===== config.mk =====
export PLATFORM = sky130hd
export DESIGN_NAME = tetris_round_ctrl
export DESIGN_NICKNAME = d
export VERILOG_FILES = /design/src/rtl/tetris_pkg.sv /design/src/rtl/piece_fifo.sv /design/src/rtl/tetris_round_ctrl.sv
export SDC_FILE = /design/constraint.sdc
export NUM_CORES = 1
export LEC_CHECK = 0
export BUFFER_PORTS_ARGS = -buffer_cell sky130_fd_sc_hd__buf_2
export CAP_MARGIN = 20
export CORE_ASPECT_RATIO = 0.75
export CORE_MARGIN = 2
export CORE_UTILIZATION = 51
export CTS_BUF_LIST = sky130_fd_sc_hd__clkbuf_8 sky130_fd_sc_hd__clkbuf_16
export CTS_CLUSTER_SIZE = 10
export DETAILED_ROUTE_END_ITERATION = 8
export GPL_ROUTABILITY_DRIVEN = 0
export GPL_TIMING_DRIVEN = 0
export PLACE_DENSITY = 0.69
export SYNTH_ARGS = -nofsm -noshare
export SYNTH_HDL_FRONTEND = slang
export SYNTH_SLANG_ARGS = --single-unit

===== constraint.sdc =====
create_clock -name clk -period 10.6 [get_ports clk]
set_clock_uncertainty 0.1 [all_clocks]
set_input_delay 1.59 -clock clk [delete_from_list [all_inputs] [get_ports clk]]
set_output_delay 1.59 -clock clk [all_outputs]
set_load 0.005 [all_outputs]

===== src/rtl/tetris_pkg.sv =====
// Shared types for the TETRIS round sequencer:
// shape codes, legality table, FSM states.
package tetris_pkg;

  localparam int PPR_DEF = 16;

  localparam logic [2:0] SH0 = 3'd0;
  localparam logic [2:0] SH1 = 3'd1;
  localparam logic [2:0] SH2 = 3'd2;
  localparam logic [2:0] SH3 = 3'd3;
  localparam logic [2:0] SH4 = 3'd4;
  localparam logic [2:0] SH5 = 3'd5;
  localparam logic [2:0] SH6 = 3'd6;
  localparam logic [2:0] SH7 = 3'd7;

  typedef enum logic [2:0] {
    S_IDLE,
    S_ISSUE,
    S_WAIT,
    S_DRAIN,
    S_REPORT
  } state_t;

  typedef struct packed {
    logic [2:0] shape;
    logic [2:0] pos;
  } piece_t;

  // Rightmost legal leftmost-column per shape on a 6-wide board.
  function automatic logic [2:0] max_pos(
    input logic [2:0] shape
  );
    logic [2:0] m;
    m = 3'd0;
    unique case (shape)
      SH0: m = 3'd4;
      SH1: m = 3'd5;
      SH2: m = 3'd2;
      SH3: m = 3'd4;
      SH4: m = 3'd3;
      SH5: m = 3'd4;
      SH6: m = 3'd4;
      SH7: m = 3'd3;
    endcase
    return m;
  endfunction

  function automatic logic is_legal(
    input piece_t p
  );
    return p.pos <= max_pos(p.shape);
  endfunction

endpackage


===== src/rtl/piece_fifo.sv =====
// Synchronous FIFO holding pending piece commands.
// Ports: i_push/i_data in, i_pop/o_data out, o_full, o_empty.
module piece_fifo #(
  parameter int DEPTH = 4,
  parameter int W     = 6
) (
  input  logic         clk,
  input  logic         rst_n,
  input  logic         i_push,
  input  logic [W-1:0] i_data,
  input  logic         i_pop,
  output logic [W-1:0] o_data,
  output logic         o_full,
  output logic         o_empty
);

  localparam int AW = $clog2(DEPTH);

  logic [W-1:0] r_mem [DEPTH];
  logic [AW:0]  r_wp;
  logic [AW:0]  r_rp;

  always_ff @(posedge clk or negedge rst_n) begin
    if (!rst_n) begin
      r_wp <= '0;
      r_rp <= '0;
      for (int i = 0; i < DEPTH; i++) r_mem[i] <= '0;
    end else begin
      if (i_push && !o_full) begin
        r_mem[r_wp[AW-1:0]] <= i_data;
        r_wp <= r_wp + (AW+1)'(1);
      end
      if (i_pop && !o_empty) r_rp <= r_rp + (AW+1)'(1);
    end
  end

  assign o_data  = r_mem[r_rp[AW-1:0]];
  assign o_empty = (r_wp == r_rp);
  assign o_full  = (r_wp[AW] != r_rp[AW]) &&
                   (r_wp[AW-1:0] == r_rp[AW-1:0]);

endmodule


===== src/rtl/tetris_round_ctrl.sv =====
// Round sequencer: buffers piece commands, checks legality, issues one
// piece at a time to the engine, counts rounds and reports summaries.
// Ports: req_* command in, eng_* engine side, round_* summary, timeout_err.
module tetris_round_ctrl
  import tetris_pkg::*;
#(
  parameter int DEPTH            = 4,
  parameter int PIECES_PER_ROUND = PPR_DEF,
  parameter int TIMEOUT          = 15
) (
  input  logic       clk,
  input  logic       rst_n,
  input  logic       req_valid,
  output logic       req_ready,
  input  logic [2:0] req_shape,
  input  logic [2:0] req_pos,
  output logic       eng_in_valid,
  output logic [2:0] eng_tetrominoes,
  output logic [2:0] eng_position,
  input  logic       eng_score_valid,
  input  logic       eng_fail,
  input  logic [3:0] eng_score,
  output logic       round_done,
  output logic       round_fail,
  output logic [3:0] round_score,
  output logic [4:0] round_illegal,
  output logic       timeout_err
);

  localparam int         WW   = $clog2(TIMEOUT + 1);
  localparam logic [4:0] PPR  = 5'(PIECES_PER_ROUND);
  localparam logic [WW-1:0] WMAX = WW'(TIMEOUT);

  state_t        r_state;
  logic          r_rdy_en;
  logic [4:0]    r_piece_cnt;
  logic [WW-1:0] r_wait_cnt;
  logic          r_fail;
  logic [3:0]    r_score;
  logic [4:0]    r_illegal;
  logic          r_timeout;
  logic          r_eng_v;
  logic [2:0]    r_eng_tet;
  logic [2:0]    r_eng_pos;
  logic          r_done;

  piece_t     w_head;
  logic [5:0] w_head_raw;
  logic       w_full;
  logic       w_empty;
  logic       w_ready;
  logic       w_acc;
  logic       w_push;
  logic       w_pop;
  logic       w_legal;
  logic       w_last;
  logic       w_to;
  logic [4:0] w_cnt_inc;
  logic [4:0] w_cnt_drain;
  logic [4:0] w_ill_inc;

  piece_fifo #(
    .DEPTH (DEPTH),
    .W     (6)
  ) u_fifo (
    .clk     (clk),
    .rst_n   (rst_n),
    .i_push  (w_push),
    .i_data  ({req_shape, req_pos}),
    .i_pop   (w_pop),
    .o_data  (w_head_raw),
    .o_full  (w_full),
    .o_empty (w_empty)
  );

  assign w_head = piece_t'(w_head_raw);

  always_comb begin
    w_ready = 1'b0;
    unique case (r_state)
      S_DRAIN:  w_ready = 1'b1;
      S_REPORT: w_ready = 1'b0;
      default:  w_ready = !w_full;
    endcase
    w_ready = w_ready & r_rdy_en;
  end

  assign w_acc   = req_valid && w_ready;
  // Commands accepted while draining are counted, never stored.
  assign w_push  = w_acc && (r_state != S_DRAIN);
  assign w_pop   = (r_state == S_ISSUE) ||
                   ((r_state == S_DRAIN) && !w_empty);
  assign w_legal = is_legal(w_head);
  assign w_last  = (r_piece_cnt == PPR);
  // A response in the final wait cycle wins over the timeout.
  assign w_to    = !eng_fail && !eng_score_valid &&
                   (r_wait_cnt == WMAX);

  assign w_cnt_inc   = r_piece_cnt + 5'd1;
  assign w_cnt_drain = r_piece_cnt +
                       5'(w_pop && (r_state == S_DRAIN)) +
                       5'(w_acc && (r_state == S_DRAIN));
  assign w_ill_inc   = (r_illegal == 5'd16) ? r_illegal
                                            : r_illegal + 5'd1;

  always_ff @(posedge clk or negedge rst_n) begin
    if (!rst_n) begin
      r_state     <= S_IDLE;
      r_rdy_en    <= 1'b0;
      r_piece_cnt <= '0;
      r_wait_cnt  <= '0;
      r_fail      <= 1'b0;
      r_score     <= '0;
      r_illegal   <= '0;
      r_timeout   <= 1'b0;
      r_eng_v     <= 1'b0;
      r_eng_tet   <= '0;
      r_eng_pos   <= '0;
      r_done      <= 1'b0;
    end else begin
      r_rdy_en <= 1'b1;
      r_eng_v  <= 1'b0;
      r_done   <= 1'b0;
      case (r_state)
        S_IDLE: begin
          if (!w_empty) begin
            // Strobe is registered here so it lines up with ISSUE.
            r_state <= S_ISSUE;
            r_eng_v <= w_legal;
            if (w_legal) begin
              r_eng_tet <= w_head.shape;
              r_eng_pos <= w_head.pos;
            end
          end
        end
        S_ISSUE: begin
          r_piece_cnt <= w_cnt_inc;
          r_wait_cnt  <= '0;
          if (w_legal) begin
            r_state <= S_WAIT;
          end else begin
            r_illegal <= w_ill_inc;
            if (w_cnt_inc == PPR) begin
              r_state <= S_REPORT;
              r_done  <= 1'b1;
            end else begin
              r_state <= S_IDLE;
            end
          end
        end
        S_WAIT: begin
          r_wait_cnt <= r_wait_cnt + WW'(1);
          if (eng_score_valid) r_score <= eng_score;
          if (eng_fail || w_to) begin
            r_fail <= 1'b1;
            if (w_to) r_timeout <= 1'b1;
            if (w_last) begin
              r_state <= S_REPORT;
              r_done  <= 1'b1;
            end else begin
              r_state <= S_DRAIN;
            end
          end else if (eng_score_valid) begin
            if (w_last) begin
              r_state <= S_REPORT;
              r_done  <= 1'b1;
            end else begin
              r_state <= S_IDLE;
            end
          end
        end
        S_DRAIN: begin
          r_piece_cnt <= w_cnt_drain;
          if (w_cnt_drain >= PPR) begin
            r_state <= S_REPORT;
            r_done  <= 1'b1;
          end
        end
        S_REPORT: begin
          r_piece_cnt <= '0;
          r_fail      <= 1'b0;
          r_illegal   <= '0;
          r_score     <= '0;
          r_state     <= S_IDLE;
        end
        default: r_state <= S_IDLE;
      endcase
    end
  end

  assign req_ready       = w_ready;
  assign eng_in_valid    = r_eng_v;
  assign eng_tetrominoes = r_eng_tet;
  assign eng_position    = r_eng_pos;
  assign round_done      = r_done;
  assign round_fail      = r_fail;
  assign round_score     = r_score;
  assign round_illegal   = r_illegal;
  assign timeout_err     = r_timeout;

endmodule


==> flow_metrics.env <==
export IMPL_synth_area_per_cell_um2=11.6
export IMPL_hold_buffers=0
export IMPL_crit_buf_inv=2
export IMPL_drc_errors=0
export IMPL_grt_usage=0.214
export IMPL_worst_pin_slew_ps=782
export IMPL_vias=2502
export IMPL_yosys_warnings=0
export IMPL_fillers=541
export IMPL_cts_sinks=62
export IMPL_start_util=0.537
export IMPL_yosysUniqueCellTypes=51
export IMPL_finalSetupViolCount=0
export IMPL_final_nets=377
export IMPL_cts_setup_buffers=0
export IMPL_max_slew_margin=0.479
export IMPL_antenna_found_initial=0
export IMPL_synthArstFlopShare=1.00
export IMPL_tns_ps=0
export IMPL_ir_drop_mv=0.142
export IMPL_hpwl_um=5000
export IMPL_max_clock_path_buffers=2
export IMPL_die_width_um=98.9
export IMPL_regArea_mm2=0.00155
export IMPL_p_per_area_mw_per_mm2=364
export IMPL_path_class="flop to flop"
export IMPL_post_route_period_util=0.347
export IMPL_cts_root_buf="clkbuf_8"
export IMPL_cts_inserted_buffers=9
export IMPL_synth_area_mm2=0.00344
export IMPL_grt_pass1_vias=2416
export IMPL_drive_gt1_frac=0.282
export IMPL_diodes=0
export IMPL_synthesis_nets=332
export IMPL_p_leak_nw=1.84
export IMPL_crit_family="multiplexers"
export IMPL_start_kind="flop"
export IMPL_ant_nets=0
export IMPL_die_h_um=75.1
export IMPL_gr_total_overflow=0
export IMPL_numPortBuffers=34
export IMPL_clk_latency_ps=340
export IMPL_post_route_min_period_ps=3680
export IMPL_yosysTopAreaCell="dfrtp_1"
export IMPL_critPathMaxFanout=8
export IMPL_rows=25
export IMPL_crit_path_end_kind="flop"
export IMPL_drtIter0Drc=167
export IMPL_grt_pass1_wl_um=12100
export IMPL_ys_ff_latch=62
export IMPL_yosysSeqAreaShare=0.451
export IMPL_multi_input_area_mm2=0.00175
export IMPL_path_cells="buf_6, mux4_1, ha_1, mux2_2, ha_1, a21oi_1, a21oi_1, or4b_1, buf_2, mux2_2"
export IMPL_fp_dieArea_mm2=0.00743
export IMPL_cp_slowest_cell="mux4_1"
export IMPL_arrival_ps=3800
export IMPL_cts_tree="built"
export IMPL_synth_top_cell_area_share=0.451
export IMPL_ys_flop_type="dfrtp_1"
export IMPL_rsz0062_at_grt="no"
export IMPL_slowest_delay_ps=680
export IMPL_clkTransAtPathRegs_ps=70
export IMPL_ios=35
export IMPL_wl_um=7220
export IMPL_drt_pass1_iter_count=5
export IMPL_viasPerCell=5.83
export IMPL_fin_util=0.614
export IMPL_area_delta_synth_final_pct=14.3
export IMPL_synth_area_top_cells="dfrtp_1, mux2_2, ha_1, mux4_1, nand2_1"
export IMPL_hold_viol_final=0
export IMPL_crit_required_ps=10720
export IMPL_cap_violations=0
export IMPL_grt_max_degree=63
export IMPL_ctsHtreeMaxLevel=3
export IMPL_outcome="complete, no violations"
export IMPL_max_freq_mhz=272
export IMPL_core_mm2=0.00641
export IMPL_ctsResizeCount=0
export IMPL_syn_inst=298
export IMPL_wl_per_cell_um=16.8
export IMPL_synth_edff_count=0
export IMPL_hold_path_class="flop to flop"
export IMPL_slew_viol_final=0
[kinds of logic (layout without fill, tap and decap cells)]
logic type	Yosys count	in the layout	synth area share
AND/OR/NAND/NOR	80	80	0.145
flip-flops	62	62	0.451
AO/OA/AOI/OAI	54	54	0.100
multiplexers	45	45	0.172
buffers and inverters	29	79	0.0400
adder cells (fa/ha/maj)	19	19	0.0712
XOR/XNOR	8	8	0.0204
other	1	1	0.00109
[routing by layer]
layer | GRT usage | up-vias | part of all wire
met5 | 0 | - | 0
met4 | 0.0609 | 0 | 0.0073
met3 | 0.0539 | 6 | 0.069
met2 | 0.322 | 76 | 0.43
met1 | 0.311 | 1232 | 0.49
li1 | - | 1188 | -
[power by group]
group / leakage (nW) / switching [W] / internal (W) / total, W
clock: 0.105 / 0.0000928 / 0.000128 / 0.000221
sequential: 0.761 / 0.0000762 / 0.000348 / 0.000424
combinational: 0.973 / 0.000421 / 0.000364 / 0.000786
[cell usage after synthesis, drive strengths merged (2+ instances only)]
| cell type | number |
|---|---|
| dfrtp | 62 |
| mux2 | 35 |
| nand2 | 27 |
| ha | 18 |
| a21oi | 16 |
| o21ai | 15 |
| inv | 14 |
| nand3 | 12 |
| and3 | 8 |
| buf | 8 |
| clkbuf | 7 |
| nor2 | 7 |
| mux4 | 6 |
| xnor2 | 6 |
| nor4b | 5 |
| mux2i | 4 |
| nand4 | 4 |
| nor2b | 4 |
| a31oi | 3 |
| a41o | 3 |
| o22ai | 3 |
| a221oi | 2 |
| a32o | 2 |
| nand3b | 2 |
| nor3 | 2 |
| o211ai | 2 |
| o21bai | 2 |
| xor2 | 2 |
[registers in the layout, summed over array words and instances (netlist names), 3 cells and up]
| register | cells |
|---|---|
| eng_position | 3 |
| eng_tetrominoes | 3 |
| r_piece_cnt | 5 |
| r_state | 3 |
| r_wait_cnt | 4 |
| round_illegal | 5 |
| round_score | 4 |
| u_fifo.r_mem | 24 |
| u_fifo.r_rp | 3 |
| u_fifo.r_wp | 3 |
[through the flow]
step           std cells  worst slack [ps]  total power (W)  instance area, um^2  hold WS, ps
2_1_floorplan        298              7270         0.000997                 3440          362
3_3_place_gp         413              6990          0.00116                 3710          376
3_5_place_dp         413              6940          0.00120                 3720          378
4_1_cts              429              6920          0.00143                 3940          389
5_1_grt              429              6810          0.00156                 3940          418
6_report             429              6920          0.00143                 3940          389
[cells in the final DEF (no fill, tap or decap), drive strengths merged, types with 2 or more instances in the layout]
master / Yosys / routed
o22ai: 3 / 3
xnor2: 6 / 6
nor2: 7 / 7
o211ai: 2 / 2
nand3b: 2 / 2
nor2b: 4 / 4
nand2: 27 / 27
clkinvlp: 0 / 2
mux2i: 4 / 4
xor2: 2 / 2
a31oi: 3 / 3
nand3: 12 / 12
buf: 8 / 42
nor3: 2 / 2
o21ai: 15 / 15
clkbuf: 7 / 19
o21bai: 2 / 2
a41o: 3 / 3
a221oi: 2 / 2
nor4b: 5 / 5
inv: 14 / 14
a32o: 2 / 2
mux4: 6 / 6
nand4: 4 / 4
dfrtp: 62 / 62
and3: 8 / 8
ha: 18 / 18
a21oi: 16 / 16
mux2: 35 / 35
[path summary, 6_finish.rpt]
kind                                 from            endpoint  slack, ps  cells after the start
max in group asynchronous           rst_n    u_fifo.r_mem[12]       8660                      1
min in group asynchronous           rst_n        eng_in_valid       1230                      1
setup / recovery           u_fifo.r_rp[0]  eng_tetrominoes[0]       6920                     10
setup reg to reg           u_fifo.r_rp[0]  eng_tetrominoes[0]       6920                     10
hold / removal             u_fifo.r_wp[2]      u_fifo.r_wp[2]        390                      1
hold reg to reg            u_fifo.r_wp[2]      u_fifo.r_wp[2]        390                      1
[cell type report]
class | count | share of cell area
clock buffers | 12 | 0.0420
plain buffers | 15 | 0.0216
flip-flops and latches | 62 | 0.394
inverters | 14 | 0.0134
well taps | 81 | 0.0258
multi-input cells | 207 | 0.445
repair buffers | 34 | 0.0439
clock inverters | 4 | 0.0137
No activity file was read; power rests on OpenSTA's default activity.
